[config.mk]
export PLATFORM = sky130hd
export DESIGN_NAME = can_rx_filter_fifo
export DESIGN_NICKNAME = d
export VERILOG_FILES = /design/src/rtl/can_rx_filter_fifo.sv
export SDC_FILE = /design/constraint.sdc
export NUM_CORES = 1
export LEC_CHECK = 0
export ABC_AREA = 1
export BUFFER_PORTS_ARGS = -buffer_cell sky130_fd_sc_hd__buf_4
export CORE_AREA = 10 10 207 306
export CTS_BUF_LIST = sky130_fd_sc_hd__clkbuf_4 sky130_fd_sc_hd__clkbuf_8
export CTS_CLUSTER_DIAMETER = 100
export DETAILED_ROUTE_END_ITERATION = 8
export DIE_AREA = 0 0 217 316
export GPL_TIMING_DRIVEN = 0
export PLACE_DENSITY = 0.78
export RECOVER_POWER = 50
export SYNTH_ARGS = -nofsm -noshare
export SYNTH_HDL_FRONTEND = slang
export SYNTH_SLANG_ARGS = --single-unit
[constraint.sdc]
create_clock -name clk -period 17.05 [get_ports clk]
set_input_delay 3.41 -clock clk [delete_from_list [all_inputs] [get_ports clk]]
set_output_delay 3.41 -clock clk [all_outputs]
set_load 0.05 [all_outputs]
[src/rtl/can_rx_filter_fifo.sv]
// CAN receive buffer: ID/mask acceptance filters feeding a small frame FIFO,
// with overrun counting and level-threshold interrupt behind a register bus.
module can_rx_filter_fifo #(
  parameter int NFILT = 4,
  parameter int DEPTH = 4
) (
  input  logic        clk,
  input  logic        reset,
  input  logic        cs,
  input  logic        we,
  input  logic [4:0]  addr,
  input  logic [31:0] d,
  output logic [31:0] q,
  input  logic        in_valid,
  input  logic [28:0] in_id,
  input  logic        in_ext,
  input  logic        in_rtr,
  input  logic [3:0]  in_dlc,
  input  logic [63:0] in_data,
  output logic        irq
);

  localparam int AW = (DEPTH > 1) ? $clog2(DEPTH) : 1;
  localparam int CW = AW + 1;

  typedef struct packed {
    logic        ext;
    logic        rtr;
    logic [28:0] id;
    logic [3:0]  dlc;
    logic [63:0] data;
    logic [2:0]  hit;
  } entry_t;

  logic          stg_vld_q;
  entry_t        stg_q;
  entry_t        mem_q [DEPTH];

  logic [AW-1:0] wp_q, wp_d, rp_q, rp_d;
  logic [CW-1:0] cnt_q, cnt_d;
  logic [7:0]    ovr_cnt_q, ovr_cnt_d;
  logic          ovr_flag_q, ovr_flag_d;

  logic          acc_all_q, irq_en_q, ovr_irq_en_q;
  logic [3:0]    thresh_q;

  logic          flt_en_q   [NFILT];
  logic          flt_extv_q [NFILT];
  logic          flt_extdc_q[NFILT];
  logic [28:0]   flt_id_q   [NFILT];
  logic [28:0]   flt_mask_q [NFILT];

  logic       ctrl_wr, pop, flush, clr;
  logic       full, empty, accept, wr_en, ovr;
  logic       hit_found;
  logic [2:0] hit_idx;
  entry_t     head;
  logic [3:0] thr;

  assign ctrl_wr = cs & we & (addr == 5'd0);
  assign full    = (cnt_q == CW'(DEPTH));
  assign empty   = (cnt_q == '0);
  assign pop     = ctrl_wr & d[0] & ~empty;
  assign flush   = ctrl_wr & d[1];
  assign clr     = ctrl_wr & d[2];
  assign head    = mem_q[rp_q];

  // Descending scan so the lowest-index match is the one left standing.
  always_comb begin
    hit_found = 1'b0;
    hit_idx   = 3'd7;
    for (int k = NFILT - 1; k >= 0; k--) begin
      if (flt_en_q[k] &&
          (((stg_q.id ^ flt_id_q[k]) & flt_mask_q[k]) == 29'd0) &&
          (flt_extdc_q[k] || (flt_extv_q[k] == stg_q.ext))) begin
        hit_found = 1'b1;
        hit_idx   = 3'(k);
      end
    end
  end

  assign accept = stg_vld_q & (hit_found | acc_all_q);

  always_comb begin
    wp_d       = wp_q;
    rp_d       = rp_q;
    cnt_d      = cnt_q;
    ovr_cnt_d  = ovr_cnt_q;
    ovr_flag_d = ovr_flag_q;
    wr_en      = 1'b0;
    ovr        = accept & full & ~pop & ~flush;
    if (flush) begin
      wp_d  = '0;
      rp_d  = '0;
      cnt_d = '0;
    end else begin
      if (accept & (~full | pop)) begin
        wr_en = 1'b1;
        wp_d  = wp_q + AW'(1);
      end
      if (pop) rp_d = rp_q + AW'(1);
      unique case ({wr_en, pop})
        2'b10:   cnt_d = cnt_q + CW'(1);
        2'b01:   cnt_d = cnt_q - CW'(1);
        default: cnt_d = cnt_q;
      endcase
    end
    // A same-edge overrun survives the clear as a fresh count of one.
    if (clr) begin
      ovr_cnt_d  = ovr ? 8'd1 : 8'd0;
      ovr_flag_d = ovr;
    end else if (ovr) begin
      ovr_flag_d = 1'b1;
      if (ovr_cnt_q != 8'hFF) ovr_cnt_d = ovr_cnt_q + 8'd1;
    end
  end

  always_ff @(posedge clk or posedge reset) begin
    if (reset) begin
      stg_vld_q    <= 1'b0;
      stg_q        <= '0;
      wp_q         <= '0;
      rp_q         <= '0;
      cnt_q        <= '0;
      ovr_cnt_q    <= '0;
      ovr_flag_q   <= 1'b0;
      acc_all_q    <= 1'b1;
      irq_en_q     <= 1'b0;
      ovr_irq_en_q <= 1'b0;
      thresh_q     <= '0;
    end else begin
      stg_vld_q  <= in_valid;
      if (in_valid) begin
        stg_q <= '{ext: in_ext, rtr: in_rtr, id: in_id,
                   dlc: in_dlc, data: in_data, hit: 3'd0};
      end
      wp_q       <= wp_d;
      rp_q       <= rp_d;
      cnt_q      <= cnt_d;
      ovr_cnt_q  <= ovr_cnt_d;
      ovr_flag_q <= ovr_flag_d;
      if (ctrl_wr) begin
        acc_all_q    <= d[3];
        irq_en_q     <= d[4];
        ovr_irq_en_q <= d[5];
        thresh_q     <= d[11:8];
      end
    end
  end

  always_ff @(posedge clk or posedge reset) begin
    if (reset) begin
      for (int k = 0; k < NFILT; k++) begin
        flt_en_q[k]    <= 1'b0;
        flt_extv_q[k]  <= 1'b0;
        flt_extdc_q[k] <= 1'b0;
        flt_id_q[k]    <= '0;
        flt_mask_q[k]  <= '0;
      end
    end else begin
      for (int k = 0; k < NFILT; k++) begin
        if (cs && we && (addr == 5'(16 + 2 * k))) begin
          flt_en_q[k]    <= d[31];
          flt_extv_q[k]  <= d[30];
          flt_extdc_q[k] <= d[29];
          flt_id_q[k]    <= d[28:0];
        end
        if (cs && we && (addr == 5'(17 + 2 * k)))
          flt_mask_q[k] <= d[28:0];
      end
    end
  end

  always_ff @(posedge clk) begin
    if (wr_en) begin
      mem_q[wp_q]     <= stg_q;
      mem_q[wp_q].hit <= hit_idx;
    end
  end

  always_comb begin
    q = '0;
    if (cs && !we) begin
      unique case (addr)
        5'd0: q = {ovr_cnt_q, 6'd0, ovr_flag_q, 5'(cnt_q), thresh_q,
                   full, empty, ovr_irq_en_q, irq_en_q, acc_all_q, 3'd0};
        5'd1: if (!empty) q = {head.ext, head.rtr, 1'b0, head.id};
        5'd2: if (!empty) q = {21'd0, head.hit, 4'd0, head.dlc};
        5'd3: if (!empty) q = head.data[31:0];
        5'd4: if (!empty) q = head.data[63:32];
        default: begin
          for (int k = 0; k < NFILT; k++) begin
            if (addr == 5'(16 + 2 * k))
              q = {flt_en_q[k], flt_extv_q[k], flt_extdc_q[k], flt_id_q[k]};
            if (addr == 5'(17 + 2 * k))
              q = {3'd0, flt_mask_q[k]};
          end
        end
      endcase
    end
  end

  assign thr = (thresh_q == 4'd0) ? 4'd1 : thresh_q;
  assign irq = (irq_en_q & (5'(cnt_q) >= {1'b0, thr})) |
               (ovr_irq_en_q & ovr_flag_q);

endmodule

==> impl_results.md, run 1 <==
- GRT overflow: 0
- Failing checks: max-capacitance violations, max-slew violations
- Final Core Density: 0.676
- Vias: 28.4k
- Kind of critical path: in -> out
- Period utilization: 0.587
- Layout cells sized above 1: 0.136
- Synth cell types: 55
- Via-per-instance ratio: 6.17
- Seq/Total Area, Yosys: 0.626
- Initial core utilization: 0.592
- Seq cells post-synth: just under 800
- Hold_sp: flt_mask_q[100]
- Vias in the first global route: 27.7k
- Netlist Area Pre-Place: 34200 µm²
- Post-DP HPWL: 91.7 mm
- Layout area overhead: 14.3%
- CTS tree: done
- CTS sink count: 775
- Cell Area, Placed: 36900 µm²
- Final ANT Viol Nets: 0
- FP Rows: 108
- Worst Path Max Fanout: 10
- CP Data Required Time: 13640 ps
- Setup TNS Final: 0 ps
- Ys Warns: 0
- I/O pins: roughly 170
- R2R Setup Slk: 12770 ps
- Initial antenna violation count: 3
- Worst hold stages: 2
- Worst-path cell chain: buf_4 -> inv_1 -> nand2_1 -> nor2_4 -> inv_2 -> nor2_1 -> inv_1 -> clkbuf_1 -> o21ai_0 -> o21ai_0 -> a21oi_1 -> buf_4
- Post-Synthesis Cells: 3436
- Max Fclk: 100 MHz
- WL final: around 120 mm
- EDFF count, synth: 408
- Worst Skew: between 40 and 50 ps
- Maximum clock path buffer count: 3
- Hold WC Path Type: reg -> reg
- Lkg Pwr: 15.8 nW
- WL per Instance: roughly 27 µm
- Fill count: ~4.6k
- Port-buffer cells: between 150 and 200
- Post-synth top cells: nand2_1, o21ai_0, edfxtp_1
- Slowest CP cell: nor2_1
- Die ar.: 68600 µm²
- DR pass1 iterations: 6
- CP bufs+invs: 6
- Worst Hold Path EP: flt_mask_q[100]
- Worst R2R Path Depth: 15
- FF-to-FF Start: stg_q[76]
- CTS clock-pin slew for the worst setup and hold paths: 50 ps
- Tot GR Track Use: 0.353
- # hold bufs at CTS: 0
- Total power: 0.00507 W
- Die width: ~220 µm
- First-pass GRT wire length: 178 mm
- Multi-input gate area in the final layout: around 11000 µm²
- Crit path time final: between 10000 and 15000 ps
- Post-CTS sizing: 0
- Pin count of the biggest net entering global routing: 120
- Post-CTS Setup Bufs: 0
- Worst-margin pin slew: ~5000 ps
- H-tree depth: 3
- Gp weighted congestion: 0.998
- Crit path launch: addr[1]
- Max-slew violations: 176
- Max-cap violations: 3
- Top Family by Delay on Critical Path: buffers and inverters
- Finished Cell Area: 39100 µm²
- Worst Path Arrival: around 6600 ps
- Area occupied by registers: 21400 µm²
- DR iter-0 viols: 3404
- RSZ-0062 raised after global routing: false
- Die H: between 300 and 400 µm
- Number of buffers created by CTS: 113
- Syn_area_per_cell: roughly 10 µm²
- PwrDens: roughly 130 nW/µm²
- Hold WS: 488 ps
- Core area: ~58000 µm²
- Ys async rst share: 0.474
- Rel. slew slack: -2.41
- Slowest stage delay, CP: 550 ps
- Status: finished with violations
- Top cell type's share of synthesized area: 0.358
- Startpoint types: input pin
- CP endpoint kind: output pin
- Setup Viol. Count Final: 0
- Synth area leader: edfxtp_1
- Top_reg_cell synth: edfxtp_1
- Peak VDD IR: 74.9 µV
- Final Hold Viols: 0
- Final net count: ~3.9k
- Synth area leaders: edfxtp_1, dfrtp_1, o21ai_0
- Count leader, synth: nand2_1
- DRC viols: 0
- Clk Latency, worst-skew pair: 770 ps
- Reg2reg end: mem_q[1][17]
- CTS Root Buffer Type: clkbuf_8
- Syn Nets: 3586
==> how the worst max path moves through the flow <==
stage | endpoint | slack, ps | depth (start not counted)
finish | q[15] | 7050 | 12
global route | rp_q[0] | 6320 | 3
CTS | q[31] | 7180 | 12
detailed placement | q[31] | 7200 | 12
global placement | stg_q[24] | -940 | 2
floorplan | cnt_q[0] | 3450 | 1
==> metal layers <==
| layer | GRT usage | wire, µm |
|---|---|---|
| met5 | 0 | 11 |
| met4 | 0.292 | 11500 |
| met3 | 0.0558 | 9770 |
| met2 | 0.597 | 60200 |
| met1 | 0.389 | 40800 |
==> metrics by stage <==
step                cells  setup WS, ps
detailed placement   4396          7200
CTS                  4603          7180
floorplan            3436          3450
finish               4605          7050
global placement     4378          -942
global route         4604          6320
==> cell usage in the layout (no fill, tap or decap), types with 22 or more instances in the layout <==
cell	instances
clkinv_1	22
o21ai_0	619
a21oi_1	93
nand2_1	655
o22ai_1	139
clkbuf_1	142
nand4_1	27
buf_4	176
clkbuf_4	44
mux2_2	69
clkbuf_8	124
inv_1	195
buf_2	33
edfxtp_1	408
nand3_1	205
dfrtp_1	366
nor2_1	324
==> report_power, final <==
group | internal [W] | switching [W] | leakage [nW]
Combinational | 0.000321 | 0.000759 | 6.07
Clock | 0.000780 | 0.000734 | 1.22
Sequential | 0.00231 | 0.000171 | 8.46
==> cell type report <==
type / instances / area share
flip-flops and latches: 775 / 0.548
multi-input cells: 2264 / 0.287
clock buffers: 167 / 0.0519
repair buffers: 190 / 0.0420
well taps: 770 / 0.0246
inverters: 210 / 0.0204
plain buffers: 187 / 0.0201
clock inverters: 40 / 0.00602
diodes: 2 / 0.000128
==> tightest hold or removal path, stage by stage, from the launching register on <==
cell and delay [ps]:
dfrtp_1 340, nand2_1 50, o21ai_0 60
==> state kept, by name (all words and copies together), names as in the netlist, 2 cells and up <==
register,flops
wp_q,2
flt_mask_q,116
mem_q,408
flt_extdc_q,4
thresh_q,4
cnt_q,3
stg_q,99
flt_extv_q,4
flt_en_q,4
ovr_cnt_q,8
rp_q,2
flt_id_q,116
==> logic make-up after synthesis <==
group           synth area share
buf+inv                   0.0463
flops                      0.626
xor+xnor                 0.00179
simple gates               0.155
compound gates             0.144
mux                       0.0227
fa+ha+maj                0.00351
Power figures use the tool's default switching activity.
==> inputs of run 2 (changes only) <==
- clock period: 17.05 -> 9.5 ns (I/O delays scaled with it)
==> impl_results.md, run 2 (same netlist as run 1, synthesis figures left out) <==
- Number of buffers created by CTS: 108 (-4.4%)
- CP most frequent cell: nand2_1
- Worst-path cell chain: clkbuf_4 -> inv_1 -> nand2_1 -> nor2_1 -> clkbuf_1 -> nand2_1 -> nand3_1 -> a221oi_1 -> nor3_1 -> buf_4
- Post-Place Cells: 4404 (+0.18%)
- Total power: 0.00920 W (+81%)
- Initial core utilization: 0.592 (unchanged)
- Rel. slew slack: -0.551 (+1.86)
- Vias: 28.5k (+0.25%)
- Vias in the first global route: 27.9k (+0.73%)
- WL per Instance: 25.5 µm (-4.0%)
- Via-per-instance ratio: 6.18 (+0.12%)
- Crit path time final: 7570 ps
- CTS tree: done
- Pin count of the biggest net entering global routing: 43 (-64%)
- Die H: 316 µm (unchanged)
- Final Core Density: 0.679 (+0.00294)
- WL final: 118 mm (-3.8%)
- Worst-margin pin slew: 2330 ps (-2790 ps)
- Post-DP HPWL: 87.3 mm (-4.8%)
- DR iter-0 viols: 3471 (+2.0%)
- Worst Path Max Fanout: 10 (unchanged)
- I/O pins: 174 (unchanged)
- Layout cells sized above 1: 0.137 (+0.000604)
- Reg2reg end: mem_q[2][51]
- Clk Latency, worst-skew pair: 790 ps (+20 ps)
- DR pass1 iterations: 8 (+2)
- Hold WC Path Type: reg -> reg
- CP endpoint kind: output pin
- Most common cell after layout, fill and taps aside: nand2_1
- Status: finished with violations
- Kind of critical path: in -> out
- Startpoint types: input pin
- Max-cap violations: 7 (+4)
- Largest regs: mem_q (408), flt_id_q (116), flt_mask_q (116)
- CP Data Required Time: 7600 ps (-6040 ps)
- CTS sink count: 775 (unchanged)
- Initial antenna violation count: 4 (+1)
- Hold_sp: flt_mask_q[48]
- Maximum clock path buffer count: 3 (unchanged)
- Die ar.: 68600 µm² (unchanged)
- Final ANT Viol Nets: 0 (unchanged)
- Peak VDD IR: 118 µV (+58%)
- Most frequent cells in the layout: nand2_1, o21ai_0, edfxtp_1
- Setup Viol. Count Final: 0 (unchanged)
- Period utilization: 0.797
- Finished Cell Area: 39300 µm² (+0.43%)
- FF-to-FF Start: stg_q[76]
- Max Fclk: about 130 MHz
- Max reg flops: 408 (unchanged)
- Worst Path Arrival: 5670 ps (-920 ps)
- Port-buffer cells: 172 (unchanged)
- Worst hold stages: 2 (unchanged)
- Core area: 57800 µm² (unchanged)
- First-pass GRT wire length: 172 mm (-3.3%)
- Worst R2R Path Depth: 17 (+2)
- Gp weighted congestion: 1.20 (+20%)
- Setup TNS Final: 0 ps (unchanged)
- CP bufs+invs: 4 (-2)
- GRT overflow: 0 (unchanged)
- Fill count: 4573 (-1.2%)
- Top Family by Delay on Critical Path: simple AND/OR/NAND/NOR gates
- Worst Hold Path EP: flt_mask_q[48]
- R2R Setup Slk: 5100 ps (-7670 ps)
- Failing checks: max-capacitance violations, max-slew violations
- Final Hold Viols: 0 (unchanged)
- Post-CTS Setup Bufs: 0 (unchanged)
- PwrDens: 234 nW/µm² (+81%)
- DRC viols: 0 (unchanged)
- Max-slew violations: 261 (+48%)
- CTS clock-pin slew for the worst setup and hold paths: 70 ps (+20 ps)
- # hold bufs at CTS: 0 (unchanged)
- H-tree depth: 3 (unchanged)
- Post-CTS sizing: 0 (unchanged)
- RSZ-0062 raised after global routing: false
- Cell Area, Placed: 37100 µm² (+0.52%)
- Worst Skew: 41.9 ps (-3.19 ps)
- Slowest CP cell: clkbuf_1
- Post-Layout Cell Count: 4611 (+0.13%)
- Biggest register: mem_q
- Lkg Pwr: 15.8 nW (+0.54%)
- Final net count: 3894 (+0.077%)
- Tot GR Track Use: 0.340 (-0.0132)
- Slowest stage delay, CP: 1050 ps (+500 ps)
- Die width: 217 µm (unchanged)
- CTS Root Buffer Type: clkbuf_8
- Layout area overhead: 14.8%
- FP Rows: 108 (unchanged)
-- run 2: how the worst max path moves through the flow --
stage	cells after the start	start	slack (ps)	to
after global routing	5	reset	1530	stg_vld_q
after detailed placement	12	addr[1]	2720	q[19]
after floorplan	11	addr[3]	1750	mem_q[0][0]
after CTS	12	addr[1]	2730	q[19]
final	10	addr[2]	1930	q[31]
after global placement	12	addr[3]	-2060	mem_q[3][98]
-- run 2: layout make-up --
| type | instances | area [µm²] | area share |
|---|---|---|---|
| antenna | 3 | 7.51 | 0.000191 |
| buffer | 187 | 786 | 0.0200 |
| clock buffer | 167 | 2050 | 0.0521 |
| clock inverter | 37 | 327 | 0.00831 |
| inverter | 210 | 800 | 0.0204 |
| multi-input combinational | 2264 | 11200 | 0.285 |
| sequential | 775 | 21400 | 0.546 |
| tap | 770 | 963 | 0.0245 |
| timing repair buffer | 198 | 1730 | 0.0441 |
-- run 2: power by group --
| group | internal (W) | total, W | switching [W] | leakage (nW) |
|---|---|---|---|---|
| sequential | 0.00414 | 0.00444 | 0.000301 | 8.46 |
| clock | 0.00152 | 0.00283 | 0.00131 | 1.27 |
| combinational | 0.000589 | 0.00194 | 0.00135 | 6.11 |
-- run 2: per-layer routing --
layer	part of all wire	GRT usage	vias up
met1	0.33	0.372	13600
met2	0.48	0.560	1779
met5	0.00014	0	-
met3	0.093	0.0687	463
met4	0.099	0.297	2
li1	-	-	12600
-- run 2: through the flow --
step | hold slack, ps | worst slack (ps)
after floorplan | 453 | 1750
after global placement | 468 | -2060
after detailed placement | 474 | 2720
after CTS | 490 | 2730
after global routing | 515 | 1530
final | 498 | 1930
-- run 2: worst reg2reg max path, delay by kind of cell, from the launching register on --
kind,cells,cell delay (ps)
buf+inv,6,1220
flops,1,570
simple gates,11,2280
